==> src/rtl/step_assembler.sv <==
// Byte-serial witness stream to 560-bit trace-step assembler.
// Collects one framed step into an accumulator while a completed step is held
// on the valid/ready output, so a full frame can be buffered behind a stalled
// consumer. Only the final beat of a frame can be back-pressured.
module step_assembler #(
  parameter int unsigned STEP_W = 560,
  parameter int unsigned BEAT_W = 8,
  parameter int unsigned BEATS  = 70
) (
  input  logic              clk,
  input  logic              rst,
  input  logic [BEAT_W-1:0] in_data,
  input  logic              in_valid,
  input  logic              in_sof,
  output logic              in_ready,
  output logic [STEP_W-1:0] step,
  output logic              step_valid,
  input  logic              step_ready,
  output logic              frame_err,
  output logic [31:0]       step_count
);

  localparam int unsigned CNT_W     = (BEATS > 1) ? $clog2(BEATS) : 1;
  localparam int unsigned ACC_BEATS = (BEATS > 1) ? BEATS - 1 : 1;
  localparam logic [CNT_W-1:0] LAST_BEAT = CNT_W'(BEATS - 1);

  logic [CNT_W-1:0]                 beat_cnt;
  logic [CNT_W-1:0]                 beat_cnt_nxt;
  logic [ACC_BEATS-1:0][BEAT_W-1:0] acc;
  logic [ACC_BEATS-1:0][BEAT_W-1:0] acc_nxt;
  logic [STEP_W-1:0]                step_nxt;
  logic                             step_valid_nxt;
  logic                             frame_err_nxt;
  logic [31:0]                      step_count_nxt;

  logic is_last;
  logic accept;
  logic handoff;

  // Handshake decode; the last beat waits only while the output slot is occupied
  always_comb begin
    is_last  = (beat_cnt == LAST_BEAT);
    in_ready = !(is_last && step_valid && !step_ready);
    accept   = in_valid && in_ready;
    handoff  = step_valid && step_ready;
  end

  // Next-state: framing checks, beat capture, step completion and handoff
  always_comb begin
    beat_cnt_nxt   = beat_cnt;
    acc_nxt        = acc;
    step_nxt       = step;
    step_valid_nxt = step_valid && !handoff;
    frame_err_nxt  = 1'b0;
    step_count_nxt = step_count + 32'(handoff);

    if (accept) begin
      if (in_sof && (beat_cnt != '0)) begin
        // Early start of frame: drop the partial and restart on this beat
        acc_nxt[0]    = in_data;
        beat_cnt_nxt  = CNT_W'(1);
        frame_err_nxt = 1'b1;
      end else if (!in_sof && (beat_cnt == '0)) begin
        // Out of sync: discard beats until the next start of frame
        frame_err_nxt = 1'b1;
      end else if (is_last) begin
        step_nxt       = STEP_W'({in_data, acc});
        step_valid_nxt = 1'b1;
        beat_cnt_nxt   = '0;
      end else begin
        acc_nxt[beat_cnt] = in_data;
        beat_cnt_nxt      = beat_cnt + CNT_W'(1);
      end
    end
  end

  // State and output registers
  always_ff @(posedge clk or posedge rst) begin
    if (rst) begin
      beat_cnt   <= '0;
      acc        <= '0;
      step       <= '0;
      step_valid <= 1'b0;
      frame_err  <= 1'b0;
      step_count <= '0;
    end else begin
      beat_cnt   <= beat_cnt_nxt;
      acc        <= acc_nxt;
      step       <= step_nxt;
      step_valid <= step_valid_nxt;
      frame_err  <= frame_err_nxt;
      step_count <= step_count_nxt;
    end
  end

endmodule
==> config.mk <==
export PLATFORM = sky130hd
export DESIGN_NAME = step_assembler
export DESIGN_NICKNAME = d
export VERILOG_FILES = /design/src/rtl/step_assembler.sv
export SDC_FILE = /design/constraint.sdc
export NUM_CORES = 2
export LEC_CHECK = 0
export ABC_AREA = 1
export BUFFER_PORTS_ARGS = -buffer_cell sky130_fd_sc_hd__buf_2
export CAP_MARGIN = 20
export CORE_ASPECT_RATIO = 0.5
export CORE_MARGIN = 2
export CORE_UTILIZATION = 30
export DETAILED_ROUTE_END_ITERATION = 16
export GPL_ROUTABILITY_DRIVEN = 1
export HOLD_SLACK_MARGIN = 0.15
export REMOVE_ABC_BUFFERS = 1
export SKIP_LAST_GASP = 1
export SLEW_MARGIN = 20
export SYNTH_ARGS = -nofsm -noshare
export SYNTH_HDL_FRONTEND = slang
export SYNTH_SLANG_ARGS = --single-unit
export TNS_END_PERCENT = 5
==> constraint.sdc <==
create_clock -name clk -period 46.2 [get_ports clk]
set_clock_uncertainty 0.2 [all_clocks]
set_input_delay 4.62 -clock clk [delete_from_list [all_inputs] [get_ports clk]]
set_output_delay 4.62 -clock clk [all_outputs]
set_load 0.05 [all_outputs]
==> flow_summary.json <==
{
  "status": "completed",
  "core_area_mm2": 0.1496,
  "slew_viols_final": 0,
  "drt_pre_antenna_iters": 6,
  "postRouteAntennaNets": 0,
  "grt_overflow": 0,
  "crit_top_cell": "sky130_fd_sc_hd__buf_2",
  "slew-limit-headroom_pct": 24.30,
  "regToRegStartpoint": "beat_cnt[0]$_DFFE_PP0P_",
  "place_hpwl_mm": 90.14,
  "timing.final.ws_setup_ns": 36.12,
  "synth-seq-area-share_pct": 63.47,
  "yosys_register_bits": 1153,
  "cts_repair_resize_count": 0,
  "report.final.setup_viol": 0,
  "syn_avg_cell_area_um2": 9.117,
  "dieHeight_um": 279.3,
  "drive_gt1_share_pct": 15.52,
  "cts-hold-fix-buffers": 0,
  "synth_fa_ha_area_share_pct": 0.1927,
  "postSynthCellCount": 4986,
  "synth_top_area_share_pct": 63.47,
  "worst_r2r_path_depth": 12,
  "hold_class": "register to register",
  "cts-root-to-sink-buffers": 3,
  "gr-usage-all-layers_pct": 17.60,
  "synth.largest_area_cell": "sky130_fd_sc_hd__dfrtp_1",
  "timing.final.hold_violations": 0,
  "worst-path-buf-inv": 2,
  "synth-xor-area-share_pct": 0.3661,
  "number_of_antenna_violations_at_the_first_check_in_global_routing": 2,
  "setup_repair_after_global_routing_missed_its_margin": "false",
  "timing.reg2reg.setup_slack_ns": 40.30,
  "total_setup_buffers_inserted_after_cts": 0,
  "pre_cts_ws_ns": 36.12,
  "timing.hold.worst_path_depth": 2,
  "yosys_synthesis_warning_count": 0,
  "ys_top_cells_by_area": "sky130_fd_sc_hd__dfrtp_1 63%, sky130_fd_sc_hd__nand2_1 13%, sky130_fd_sc_hd__o21ai_1 6.6%",
  "power.leakage_nw": 26.91,
  "vias_in_the_first_global_route": 32680,
  "cell_variety_after_synth": 31,
  "critPathKind": "input port to primary output",
  "diodes": 0,
  "ctsRootBufferMaster": "sky130_fd_sc_hd__clkbuf_16",
  "timing.critical_path.to_type": "primary output",
  "critPathMaxFanout": 3,
  "critical_path.startpoint_type": "input port",
  "rows": 100,
  "area.growth.synth_to_final_pct": 17.76,
  "cts_tree": "done",
  "die_area_mm2": 0.1548,
  "crit_slowest_cell": "sky130_fd_sc_hd__buf_2",
  "cts-buffers-inserted": 105,
  "vias": 34020,
  "drt_wl_total_mm": 139.0,
  "syn-cell-area_mm2": 0.04546,
  "worst_ir_drop_vdd_mv": 0.02911,
  "floorplan.die.width_um": 554.5,
  "vias_per_cell": 4.500,
  "wl_per_cell_um": 18.38,
  "timing.rr.end": "step[31]$_DFFE_PP0P_",
  "gp_routability_congestion": 0.8631,
  "synth.area.mux_share_pct": 0,
  "crit_startpoint": "step_ready",
  "io_pins": 608,
  "timing_worst_slew_pin_value_ns": 1.131,
  "hold_path_startpoint": "acc[480]$_DFFE_PP0P_",
  "timing.critical_path.arrival_ns": 5.26,
  "port-buffer-count": 607,
  "wp_data_required_ns": 41.38,
  "critical_path.max_stage_delay_ns": 0.25,
  "grt_pass1_wl_mm": 207.2,
  "main_combinational_cell_family_by_area_after_synthesis": "simple AND/OR/NAND/NOR gates",
  "grt_start_max_net_pins": 239,
  "num-nets-final": 5511,
  "clock_tree.htree_level_count": 3,
  "drt_first_iter_violations": 2781,
  "fin_crit_sh_pct": 21.83,
  "power_density_over_the_cells_mw_per_mm2": 40.91,
  "setup_tns_ns": 0,
  "critical-path-top-delay-family": "buffers and inverters",
  "period_needed_ns": 10.08,
  "achievable-frequency_mhz": 99.16,
  "cts.sink_count": 1153,
  "synth_compound_area_share_pct": 8.425,
  "synthSimpleGateAreaFrac_pct": 19.57,
  "initial_core_util_pct": 30.38,
  "worstPathCellList": "buf_2 -> nor2_1 -> nand3_1 -> buf_2",
  "max_cap_violations": 0,
  "path_clk_slew_ns": 0.07,
  "whs_endpoint": "acc[480]$_DFFE_PP0P_",
  "clock_insertion_delay_worst_skew_ns": 0.71,
  "final_routed_drc_violation_total": 0
}
## cell families after synthesis
| logic type | after synthesis |
|---|---|
| AND/OR/NAND/NOR | 2172 |
| adder cells (fa/ha/maj) | 7 |
| XOR/XNOR | 19 |
| flip-flops | 1153 |
| AO/OA/AOI/OAI | 764 |
| buffers and inverters | 871 |
## worst min-delay path, delay by kind of cell, from the launching register on
kind,cells,cell delay [ns]
flops,1,0.34
simple gates,2,0.09
## flip-flops by register name, summed over array words and instances (netlist names)
| signal | cells |
|---|---|
| step | 560 |
| acc | 552 |
| step_count | 32 |
| beat_cnt | 7 |
| frame_err | 1 |
| step_valid | 1 |
## cell usage in the layout, fill, tap and decap left out, types with 20 or more instances in the layout
master                      synthesis  layout
sky130_fd_sc_hd__buf_2            130     607
sky130_fd_sc_hd__buf_4             17      46
sky130_fd_sc_hd__clkbuf_1          69      27
sky130_fd_sc_hd__clkbuf_16          0     105
sky130_fd_sc_hd__clkbuf_8           0      21
sky130_fd_sc_hd__dfrtp_1         1153    1153
sky130_fd_sc_hd__inv_1            601     600
sky130_fd_sc_hd__nand2_1         1623    1623
sky130_fd_sc_hd__nand2_4           20      20
sky130_fd_sc_hd__nand3_1          381     381
sky130_fd_sc_hd__nor2_1           107     106
sky130_fd_sc_hd__o21ai_0          166     166
sky130_fd_sc_hd__o21ai_1          596     596
## cell type report
type                            count  area [um^2]
Timing Repair Buffer              660         3506
Tap cell                         1989         2489
Inverter                          609         2306
Fill cell                       15530        96110
Sequential cell                  1153        28850
Multi-Input combinational cell   2962        12990
Clock buffer                      153         3018
Clock inverter                     35        369.1
## layer usage
| layer | vias up | part of all wire, % | global-route usage, % |
|---|---|---|---|
| met1 | 16560 | 42 | 22.06 |
| met3 | 263 | 3.4 | 2.331 |
| met5 | - | 0 | 0 |
| met2 | 610 | 50 | 30.44 |
| li1 | 16590 | - | - |
| met4 | 0 | 4.7 | 7.671 |
## stage by stage
step           cells  cell area (um^2)  util [%]  hold WS (ns)  power [mW]
6_report        7561             53530     35.77        0.2695       2.190
4_1_cts         7560             53500     35.75        0.2738       2.217
3_5_place_dp    7372             50120     33.49        0.2579       1.340
2_1_floorplan   4724             44120         -        0.2419       1.239
3_3_place_gp    7372             50120     33.49        0.2537       1.336
5_1_grt         7561             53530     35.77        0.2865       2.286
## synth_stat cells (all sizes together)
cell type,count
or2,1
nand3b,7
nand3,381
nand4,9
xnor2,6
buf,193
o21ai,763
dfrtp,1153
inv,607
clkbuf,69
nor3,11
a211oi,1
nand2,1648
xor2,13
nor2,114
and3,1
ha,7
clkinv,2
## power by group
part | internal (mW) | total [mW] | leakage [nW] | switching [mW]
combinational | 0.0457 | 0.225 | 9.25 | 0.180
sequential | 1.06 | 1.09 | 16.0 | 0.0301
clock | 0.464 | 0.873 | 1.65 | 0.409
## worst max path at each step
stage	to	slack (ns)	depth (start not counted)
after floorplan	acc[0]$_DFFE_PP0P_	8.91	1
after global routing	in_ready	36.03	4
after detailed placement	in_ready	36.12	4
after CTS	in_ready	36.12	4
final	in_ready	36.12	4
after global placement	in_ready	36.13	4
No activity file was read; power rests on OpenSTA's default activity.
